**src/rtl/cpu_defs_pkg.sv**
```systemverilog
// -----------------------------------------------------------------------------
// cpu_defs: definitions shared by the core's control unit, the writable
// program memory and the program loader.
//   PM_ADDR_W / PM_DATA_W : program memory geometry (5-bit PC, 16-bit words)
//   PM_STOP_ADDR          : the core's STOP address; a loader never writes it
//   LD_*                  : program_loader state encoding
//   ld_*() helpers        : per-state output decode used by the loader
// -----------------------------------------------------------------------------
package cpu_defs;

  localparam int PM_ADDR_W    = 5;
  localparam int PM_DATA_W    = 16;
  localparam int PM_STOP_ADDR = 31;

  localparam logic [2:0] LD_IDLE  = 3'd0;
  localparam logic [2:0] LD_COUNT = 3'd1;
  localparam logic [2:0] LD_HI    = 3'd2;
  localparam logic [2:0] LD_LO    = 3'd3;
  localparam logic [2:0] LD_WRITE = 3'd4;
  localparam logic [2:0] LD_CHECK = 3'd5;
  localparam logic [2:0] LD_DONE  = 3'd6;
  localparam logic [2:0] LD_ERROR = 3'd7;

  // States that consume a byte from the source.
  function automatic logic ld_ready(input logic [2:0] s);
    return (s == LD_COUNT) || (s == LD_HI) || (s == LD_LO) || (s == LD_CHECK);
  endfunction

  // States that belong to an active session.
  function automatic logic ld_busy(input logic [2:0] s);
    return ld_ready(s) || (s == LD_WRITE);
  endfunction

  // The core may only run when idle or after a good load; a failed load keeps
  // it parked so it never executes a half-written program.
  function automatic logic ld_hold(input logic [2:0] s);
    return (s != LD_IDLE) && (s != LD_DONE);
  endfunction

endpackage

```
**src/rtl/program_loader_byte_packer.sv**
```systemverilog
// -----------------------------------------------------------------------------
// byte_packer: assembles a big-endian 16-bit word from two bytes and raises a
// one-cycle word_done strobe the cycle after the low byte lands.
//   clock, reset : rising-edge clock, asynchronous active-high reset
//   hi_en, lo_en : load byte_in into the high / low half of word
//   byte_in      : incoming byte
//   word         : assembled word (held until overwritten)
//   word_done    : single-cycle pulse, word is complete and stable
// -----------------------------------------------------------------------------
module byte_packer #(
  parameter int DATA_W = 16
) (
  input  logic              clock,
  input  logic              reset,
  input  logic              hi_en,
  input  logic              lo_en,
  input  logic [7:0]        byte_in,
  output logic [DATA_W-1:0] word,
  output logic              word_done
);

  // NOTE: sequential state uses non-blocking assignments and an asynchronous
  // reset in the sensitivity list, so every register sees pre-edge values.
  always_ff @(posedge clock or posedge reset) begin
    if (reset) begin
      word      <= '0;
      word_done <= 1'b0;
    end else begin
      if (hi_en) word[DATA_W-1 -: 8] <= byte_in;
      if (lo_en) word[7:0]           <= byte_in;
      word_done <= lo_en;
    end
  end

endmodule

```
**src/rtl/program_loader.sv**
```systemverilog
// -----------------------------------------------------------------------------
// program_loader: writes a program into the core's writable program memory
// from a byte stream while holding the core in reset.
// Frame: count N (1..MAX_WORDS), N words high byte first, checksum byte
// (XOR of count and all data bytes).
//   clock, reset       : rising-edge clock, asynchronous active-high reset
//   start              : one-cycle pulse, begins a session when not busy
//   in_valid/in_data   : byte source; in_ready shows acceptance this cycle
//   pm_we/pm_addr/pm_wdata : program memory write port
//   core_hold          : ORed into the core's reset
//   busy/done/error    : session status (done/error sticky until next start)
//   words_loaded       : words written in the current or last session
// -----------------------------------------------------------------------------
module program_loader
  import cpu_defs::*;
#(
  parameter int ADDR_W    = PM_ADDR_W,
  parameter int DATA_W    = PM_DATA_W,
  parameter int MAX_WORDS = PM_STOP_ADDR
) (
  input  logic              clock,
  input  logic              reset,
  input  logic              start,
  input  logic              in_valid,
  input  logic [7:0]        in_data,
  output logic              in_ready,
  output logic              pm_we,
  output logic [ADDR_W-1:0] pm_addr,
  output logic [DATA_W-1:0] pm_wdata,
  output logic              core_hold,
  output logic              busy,
  output logic              done,
  output logic              error,
  output logic [ADDR_W-1:0] words_loaded
);

  localparam logic [7:0] MAX_N = 8'(MAX_WORDS);

  logic [2:0]        state, next_state;
  logic [ADDR_W-1:0] count_n;
  logic [7:0]        csum;
  logic [ADDR_W-1:0] words_next;
  logic              fire;
  logic              launch;
  logic              count_bad;

  // in_ready is registered from the next state, so it always reflects the
  // current state and can qualify the handshake directly.
  assign fire       = in_valid && in_ready;
  assign launch     = start && !ld_busy(state);
  assign count_bad  = (in_data == 8'd0) || (in_data > MAX_N);
  assign words_next = words_loaded + ADDR_W'(1);

  // NOTE: every signal assigned in always_comb gets a default first so no
  // path leaves it unassigned and no latch is inferred.
  always_comb begin
    next_state = state;
    case (state)
      LD_IDLE, LD_DONE, LD_ERROR: if (start) next_state = LD_COUNT;
      LD_COUNT: if (fire) next_state = count_bad ? LD_ERROR : LD_HI;
      LD_HI:    if (fire) next_state = LD_LO;
      LD_LO:    if (fire) next_state = LD_WRITE;
      LD_WRITE: next_state = (words_next == count_n) ? LD_CHECK : LD_HI;
      LD_CHECK: if (fire) next_state = (in_data == csum) ? LD_DONE : LD_ERROR;
      default:  next_state = LD_IDLE;
    endcase
  end

  always_ff @(posedge clock or posedge reset) begin
    if (reset) begin
      state        <= LD_IDLE;
      count_n      <= '0;
      csum         <= '0;
      words_loaded <= '0;
      pm_addr      <= '0;
      done         <= 1'b0;
      error        <= 1'b0;
      in_ready     <= 1'b0;
      core_hold    <= 1'b0;
      busy         <= 1'b0;
    end else begin
      state     <= next_state;
      in_ready  <= ld_ready(next_state);
      core_hold <= ld_hold(next_state);
      busy      <= ld_busy(next_state);

      if (state == LD_COUNT && fire) count_n <= in_data[ADDR_W-1:0];

      // Accumulator covers count and data bytes, never the checksum itself.
      if (launch)
        csum <= '0;
      else if (fire && (state == LD_COUNT || state == LD_HI || state == LD_LO))
        csum <= csum ^ in_data;

      if (launch)
        words_loaded <= '0;
      else if (state == LD_WRITE)
        words_loaded <= words_next;

      // Address is captured as the word completes so it is stable for the
      // whole write cycle, alongside the packer's word.
      if (state == LD_LO && fire) pm_addr <= words_loaded;

      if (launch) begin
        done  <= 1'b0;
        error <= 1'b0;
      end else begin
        if (state == LD_CHECK && next_state == LD_DONE) done <= 1'b1;
        if (ld_busy(state) && next_state == LD_ERROR)   error <= 1'b1;
      end
    end
  end

  byte_packer #(.DATA_W(DATA_W)) u_packer (
    .clock     (clock),
    .reset     (reset),
    .hi_en     (fire && state == LD_HI),
    .lo_en     (fire && state == LD_LO),
    .byte_in   (in_data),
    .word      (pm_wdata),
    .word_done (pm_we)
  );

endmodule

```
**config.mk**
```make
export PLATFORM = sky130hd
export DESIGN_NAME = program_loader
export DESIGN_NICKNAME = d
export VERILOG_FILES = /design/src/rtl/cpu_defs_pkg.sv /design/src/rtl/program_loader_byte_packer.sv /design/src/rtl/program_loader.sv
export SDC_FILE = /design/constraint.sdc
export NUM_CORES = 1
export LEC_CHECK = 0
export CAP_MARGIN = 20
export CORE_UTILIZATION = 50
export DETAILED_ROUTE_END_ITERATION = 10
export PLACE_DENSITY = 0.77
export SLEW_MARGIN = 20
export SYNTH_ARGS = -nofsm -noshare
export SYNTH_HDL_FRONTEND = slang
export SYNTH_SLANG_ARGS = --single-unit
```
**constraint.sdc**
```tcl
create_clock -name clock -period 6.19 [get_ports clock]
set_clock_uncertainty 0.2 [all_clocks]
set_input_delay 1.238 -clock clock [delete_from_list [all_inputs] [get_ports clock]]
set_output_delay 1.238 -clock clock [all_outputs]
set_load 0.05 [all_outputs]
```
==> results of run 1 <==
[worst register-to-register path, delay by kind of cell (launching register included)]
family           cells  cell delay [ns]
AO/OA/AOI/OAI        4             1.27
flip-flops           1             0.60
AND/OR/NAND/NOR      1             0.41
[how the worst max path moves through the flow]
stage	start	end	slack, ns
after floorplan	in_data[3]	core_hold	3.52
after global placement	in_valid	pm_addr[4]	2.70
after detailed placement	in_valid	pm_addr[4]	2.67
after CTS	in_valid	u_packer.word[7]	3.00
after global routing	in_valid	pm_addr[1]	2.87
final	in_valid	pm_addr[1]	3.04
[sequential cells by signal (all words and copies together), names as in the netlist, 3 cells and up]
signal         flops
count_n            5
csum               8
pm_addr            5
state              3
u_packer.word     16
words_loaded       5
[metrics by stage]
step / instance area [um2] / utilization [%] / setup WS [ns]
3_3_place_gp: 2780 / 62.9 / 2.70
4_1_cts: 2870 / 65.0 / 3.00
3_5_place_dp: 2780 / 62.9 / 2.67
5_1_grt: 2890 / 65.5 / 2.87
6_report: 2890 / 65.5 / 3.04
2_1_floorplan: 2340 / - / 3.52
[Yosys cell counts, types with 2 or more instances]
| cell | n | area, um2 |
|---|---|---|
| nor2_1 | 14 | 52.6 |
| nor3_1 | 2 | 10.0 |
| o21ai_0 | 6 | 30.0 |
| nand2b_1 | 2 | 12.5 |
| buf_6 | 2 | 22.5 |
| a21oi_1 | 7 | 35.0 |
| nand3b_1 | 2 | 15.0 |
| nor2_2 | 2 | 12.5 |
| mux2_2 | 26 | 293 |
| nand3_1 | 6 | 30.0 |
| xor2_1 | 10 | 87.6 |
| xnor2_1 | 12 | 105 |
| nand4b_1 | 2 | 17.5 |
| or3_1 | 2 | 12.5 |
| dfrtp_1 | 48 | 1200 |
| and3_1 | 3 | 18.8 |
| buf_2 | 5 | 25.0 |
| nand2_1 | 19 | 71.3 |
| nand4_1 | 2 | 12.5 |
| inv_1 | 4 | 15.0 |
[power breakdown]
| group | internal (mW) | switching (mW) |
|---|---|---|
| logic | 0.369 | 0.534 |
| clock network | 0.0893 | 0.106 |
| registers | 0.447 | 0.124 |
| total | 0.906 | 0.764 |
[cell families after synthesis]
kind of cell | Yosys count | synth area share [%]
AOI/OAI and AO/OA | 27 | 8.99
xor gates and xnor gates | 23 | 9.21
adders and majority gates | 1 | 0.535
buffers and inverters | 12 | 3.00
DFF | 48 | 51.4
muxes | 27 | 13.0
and+or+nand+nor | 62 | 13.9
[final cells by class]
type | count | area [um2]
fillers | 351 | 1520
flip-flops and latches | 48 | 1200
multi-input cells | 140 | 1070
repair buffers | 44 | 450
clock buffers | 6 | 82.6
well taps | 52 | 65.1
inverters | 4 | 15.0
clock inverters | 2 | 10.0
[layer usage]
metal	track usage, %	share of wire [%]	vias to the layer above
li1	-	-	785
met1	26.4	48	807
met2	31.5	46	36
met3	3.75	3.9	8
met4	8.67	2.0	0
met5	0	0	-
==> results.json, run 1 <==
{
  "outcome": "finished clean",
  "async_flop_share_pct": 100,
  "cts_tree": "done",
  "viasPerCell": 5.53,
  "drive_above_1_share_pct": 19.7,
  "io_buffers": 43,
  "powerDensity_nw_per_um2": 578,
  "rows": 24,
  "startpoint_type": "input pin",
  "fin_crit_sh_pct": 50.9,
  "whs_endpoint": "pm_addr[3]",
  "max_freq_ghz": 0.318,
  "grt_remaining_overflow": 0,
  "numClockSinks": 48,
  "cp_cell_sequence": "clkdlybuf4s50_1 > nand2_1 > nor2_1 > nand3_1 > mux2_2",
  "crit_fanout": 14,
  "wl_per_cell_um": 15.1,
  "numCtsBuffers": 5,
  "crit_path_end_kind": "register",
  "tightestPinTransition_ns": 0.953,
  "min-delay-start": "pm_addr[3]",
  "root_buffer": "clkbuf_8",
  "ys_types": 44,
  "power.total_mw": 1.67,
  "hold_slack_ns": 0.307,
  "die_w_um": 70.4,
  "power.leakage_nw": 1.22,
  "max_stage_delay_ns": 0.58,
  "dieArea_um2": 4950,
  "place_congestion": 0.806,
  "drt-pass1-iter-count": 4,
  "final_common_cell": "dfrtp_1",
  "drv_cap": 0,
  "place_inst": 287,
  "min_path_cells": 1,
  "slew_viol_final": 0,
  "post-route-drc-count": 0,
  "grt_pass1_vias": 1579,
  "r2r_slack_ns": 3.60,
  "syn_area_um2": 2340,
  "dpl.hpwl_um": 2980,
  "syn_nets": 213,
  "synth_seq_area_share_pct": 51.4,
  "vias": 1636,
  "setup_tns_ns": 0,
  "ys.flop_type": "dfrtp_1",
  "antenna_cells": 0,
  "drt_iter0_drc": 109,
  "antenna_found_initial": 0,
  "synthToLayoutAreaGrowth_pct": 23.7,
  "num_io_pins": 44,
  "finalSetupViolCount": 0,
  "coreArea_um2": 4410,
  "reg2regPathDepth": 5,
  "post-route-min-period_ns": 3.15,
  "timing.rr.start": "state[2]",
  "maxSlewHeadroom_pct": 36.3,
  "crit_slowest_cell": "nand3_1",
  "final_cell_mix": "48 x dfrtp_1, 43 x clkdlybuf4s50_1, 26 x mux2_2, 19 x nand2_1, 14 x nor2_1",
  "postCtsHoldBufs": 0,
  "ant_nets": 0,
  "grt_pass1_wl_um": 7560,
  "totalWireLength_um": 4470,
  "fin_cells": 296,
  "required_ns": 6.18,
  "clkTransAtPathRegs_ns": 0.08,
  "grt_usage_pct": 19.8,
  "crit_cells": 5,
  "peakVddDrop_mv": 0.357,
  "syn_area_per_cell_um2": 11.7,
  "arrival_ns": 3.14,
  "rsz0062_at_grt": "no",
  "syn-instance-count": 200,
  "crit_family": "simple AND/OR/NAND/NOR gates",
  "synth-edff-count": 0,
  "clk_latency_ns": 0.31,
  "ctsResizeCount": 0,
  "hold_path_class": "reg -> reg",
  "start_util_pct": 52.9,
  "die_y_um": 70.4,
  "r2r-end": "words_loaded[4]",
  "yosysWarnings": 0,
  "final_hold_viol_count": 0,
  "cts_buffer_depth": 2,
  "grt_max_degree": 49,
  "htreeDepth": 2,
  "ys_seq_elements": 48,
  "nets": 256,
  "cts_setup_buffers": 0,
  "cp_num_buf_inv": 1,
  "worstSetupPathType": "in -> reg"
}
(Power assumes the default switching activity.)
==> run 2, diff against run 1 <==
==> constraint.sdc (replaced) <==
create_clock -name clock -period 2.9 [get_ports clock]
set_clock_uncertainty 0.2 [all_clocks]
set_input_delay 0.58 -clock clock [delete_from_list [all_inputs] [get_ports clock]]
set_output_delay 0.58 -clock clock [all_outputs]
set_load 0.05 [all_outputs]
==> results.json, run 2 (synthesis gave the netlist of run 1 again) <==
{
  "nets": 261,
  "clk_latency_ns": 0.31,
  "max_stage_delay_ns": 0.86,
  "wl_per_cell_um": 15.0,
  "coreArea_um2": 4410,
  "cts_tree": "done",
  "die_w_um": 70.4,
  "postCtsHoldBufs": 0,
  "place_inst": 293,
  "viasPerCell": 5.45,
  "tightestPinTransition_ns": 0.605,
  "grt_usage_pct": 20.2,
  "power.leakage_nw": 1.24,
  "cts_buffer_depth": 2,
  "rsz0062_at_grt": "no",
  "fin_crit_sh_pct": 84.9,
  "post-route-min-period_ns": 2.46,
  "finalSetupViolCount": 0,
  "top_regs": "u_packer.word: 16 flops, csum: 8 flops",
  "crit_family": "buffers and inverters",
  "antenna_cells": 0,
  "post-route-drc-count": 0,
  "vias": 1639,
  "peakVddDrop_mv": 0.747,
  "grt_pass1_vias": 1523,
  "cp_num_buf_inv": 1,
  "nFillCells": 341,
  "rows": 24,
  "htreeDepth": 2,
  "cp_cell_sequence": "clkdlybuf4s50_1",
  "regMostFlops": "u_packer.word",
  "dpl.hpwl_um": 3200,
  "fin_cells": 301,
  "place_congestion": 0.877,
  "setup_tns_ns": 0,
  "grt_pass1_wl_um": 7650,
  "final_hold_viol_count": 0,
  "numClockSinks": 48,
  "outcome": "finished clean",
  "hold_slack_ns": 0.310,
  "totalWireLength_um": 4520,
  "slew_viol_final": 0,
  "drive_above_1_share_pct": 21.3,
  "root_buffer": "clkbuf_8",
  "die_y_um": 70.4,
  "crit_slowest_cell": "clkdlybuf4s50_1",
  "ctsResizeCount": 0,
  "num_io_pins": 44,
  "drt_iter0_drc": 149,
  "required_ns": 2.12,
  "max_freq_ghz": 0.406,
  "antenna_found_initial": 0,
  "maxSlewHeadroom_pct": 59.5,
  "grt_max_degree": 49,
  "io_buffers": 43,
  "worstSetupPathType": "reg -> out",
  "crit_path_end_kind": "output port",
  "arrival_ns": 1.68,
  "start_util_pct": 52.9,
  "crit_fanout": 10,
  "final_cell_mix": "48 x dfrtp_1, 43 x clkdlybuf4s50_1, 26 x mux2_2, 19 x nand2_1, 14 x nor2_1",
  "r2r_slack_ns": 0.57,
  "hold_path_class": "reg -> reg",
  "cts_setup_buffers": 0,
  "grt_remaining_overflow": 0,
  "drt-pass1-iter-count": 4,
  "startpoint_type": "register",
  "numCtsBuffers": 5,
  "powerDensity_nw_per_um2": 1240,
  "final_common_cell": "dfrtp_1",
  "largest_register_ffs": 16,
  "dieArea_um2": 4950,
  "synthToLayoutAreaGrowth_pct": 25.5,
  "clkTransAtPathRegs_ns": 0.09,
  "ant_nets": 0,
  "drv_cap": 0
}
## run 2: final cells by class
class	count	area, um2	share of cell area [%]
sequential	48	1200	40.9
multi-input combinational	140	1070	36.3
timing repair buffer	49	475	16.2
clock buffer	5	68.8	2.35
tap	52	65.1	2.22
clock inverter	3	42.5	1.45
inverter	4	15.0	0.512
## run 2: through the flow
| step | area, um2 | util [%] | total power, mW | setup WS (ns) |
|---|---|---|---|---|
| finish | 2930 | 66.5 | 3.65 | 0.439 |
| global route | 2930 | 66.5 | 3.87 | 0.357 |
| CTS | 2930 | 66.5 | 3.68 | 0.424 |
| global placement | 2820 | 63.9 | 3.16 | 0.248 |
| detailed placement | 2820 | 63.9 | 3.19 | 0.217 |
| floorplan | 2340 | - | 2.64 | 0.471 |
## run 2: final timing paths
kind | cells past startpoint | start | endpoint
setup / recovery | 1 | words_loaded[2] | words_loaded[2]
hold / removal | 1 | pm_addr[2] | pm_addr[2]
setup reg to reg | 7 | words_loaded[0] | core_hold
hold reg to reg | 1 | pm_addr[2] | pm_addr[2]
max in group asynchronous | 3 | reset | u_packer.word[14]
min in group asynchronous | 3 | reset | u_packer.word_done
## run 2: power by group
group          switching [mW]  internal [mW]  leakage (nW)
Clock                   0.222          0.255        0.0541
Combinational            1.15          0.799         0.586
Sequential              0.273          0.955         0.600
## run 2: layer usage
layer  routed length [um]  share of wire (%)  track usage [%]
met1                 2100                 47             28.4
met2                 2140                 47             30.2
met3                  194                4.3             5.05
met4                   81                1.8             8.00
met5                    0                  0                0
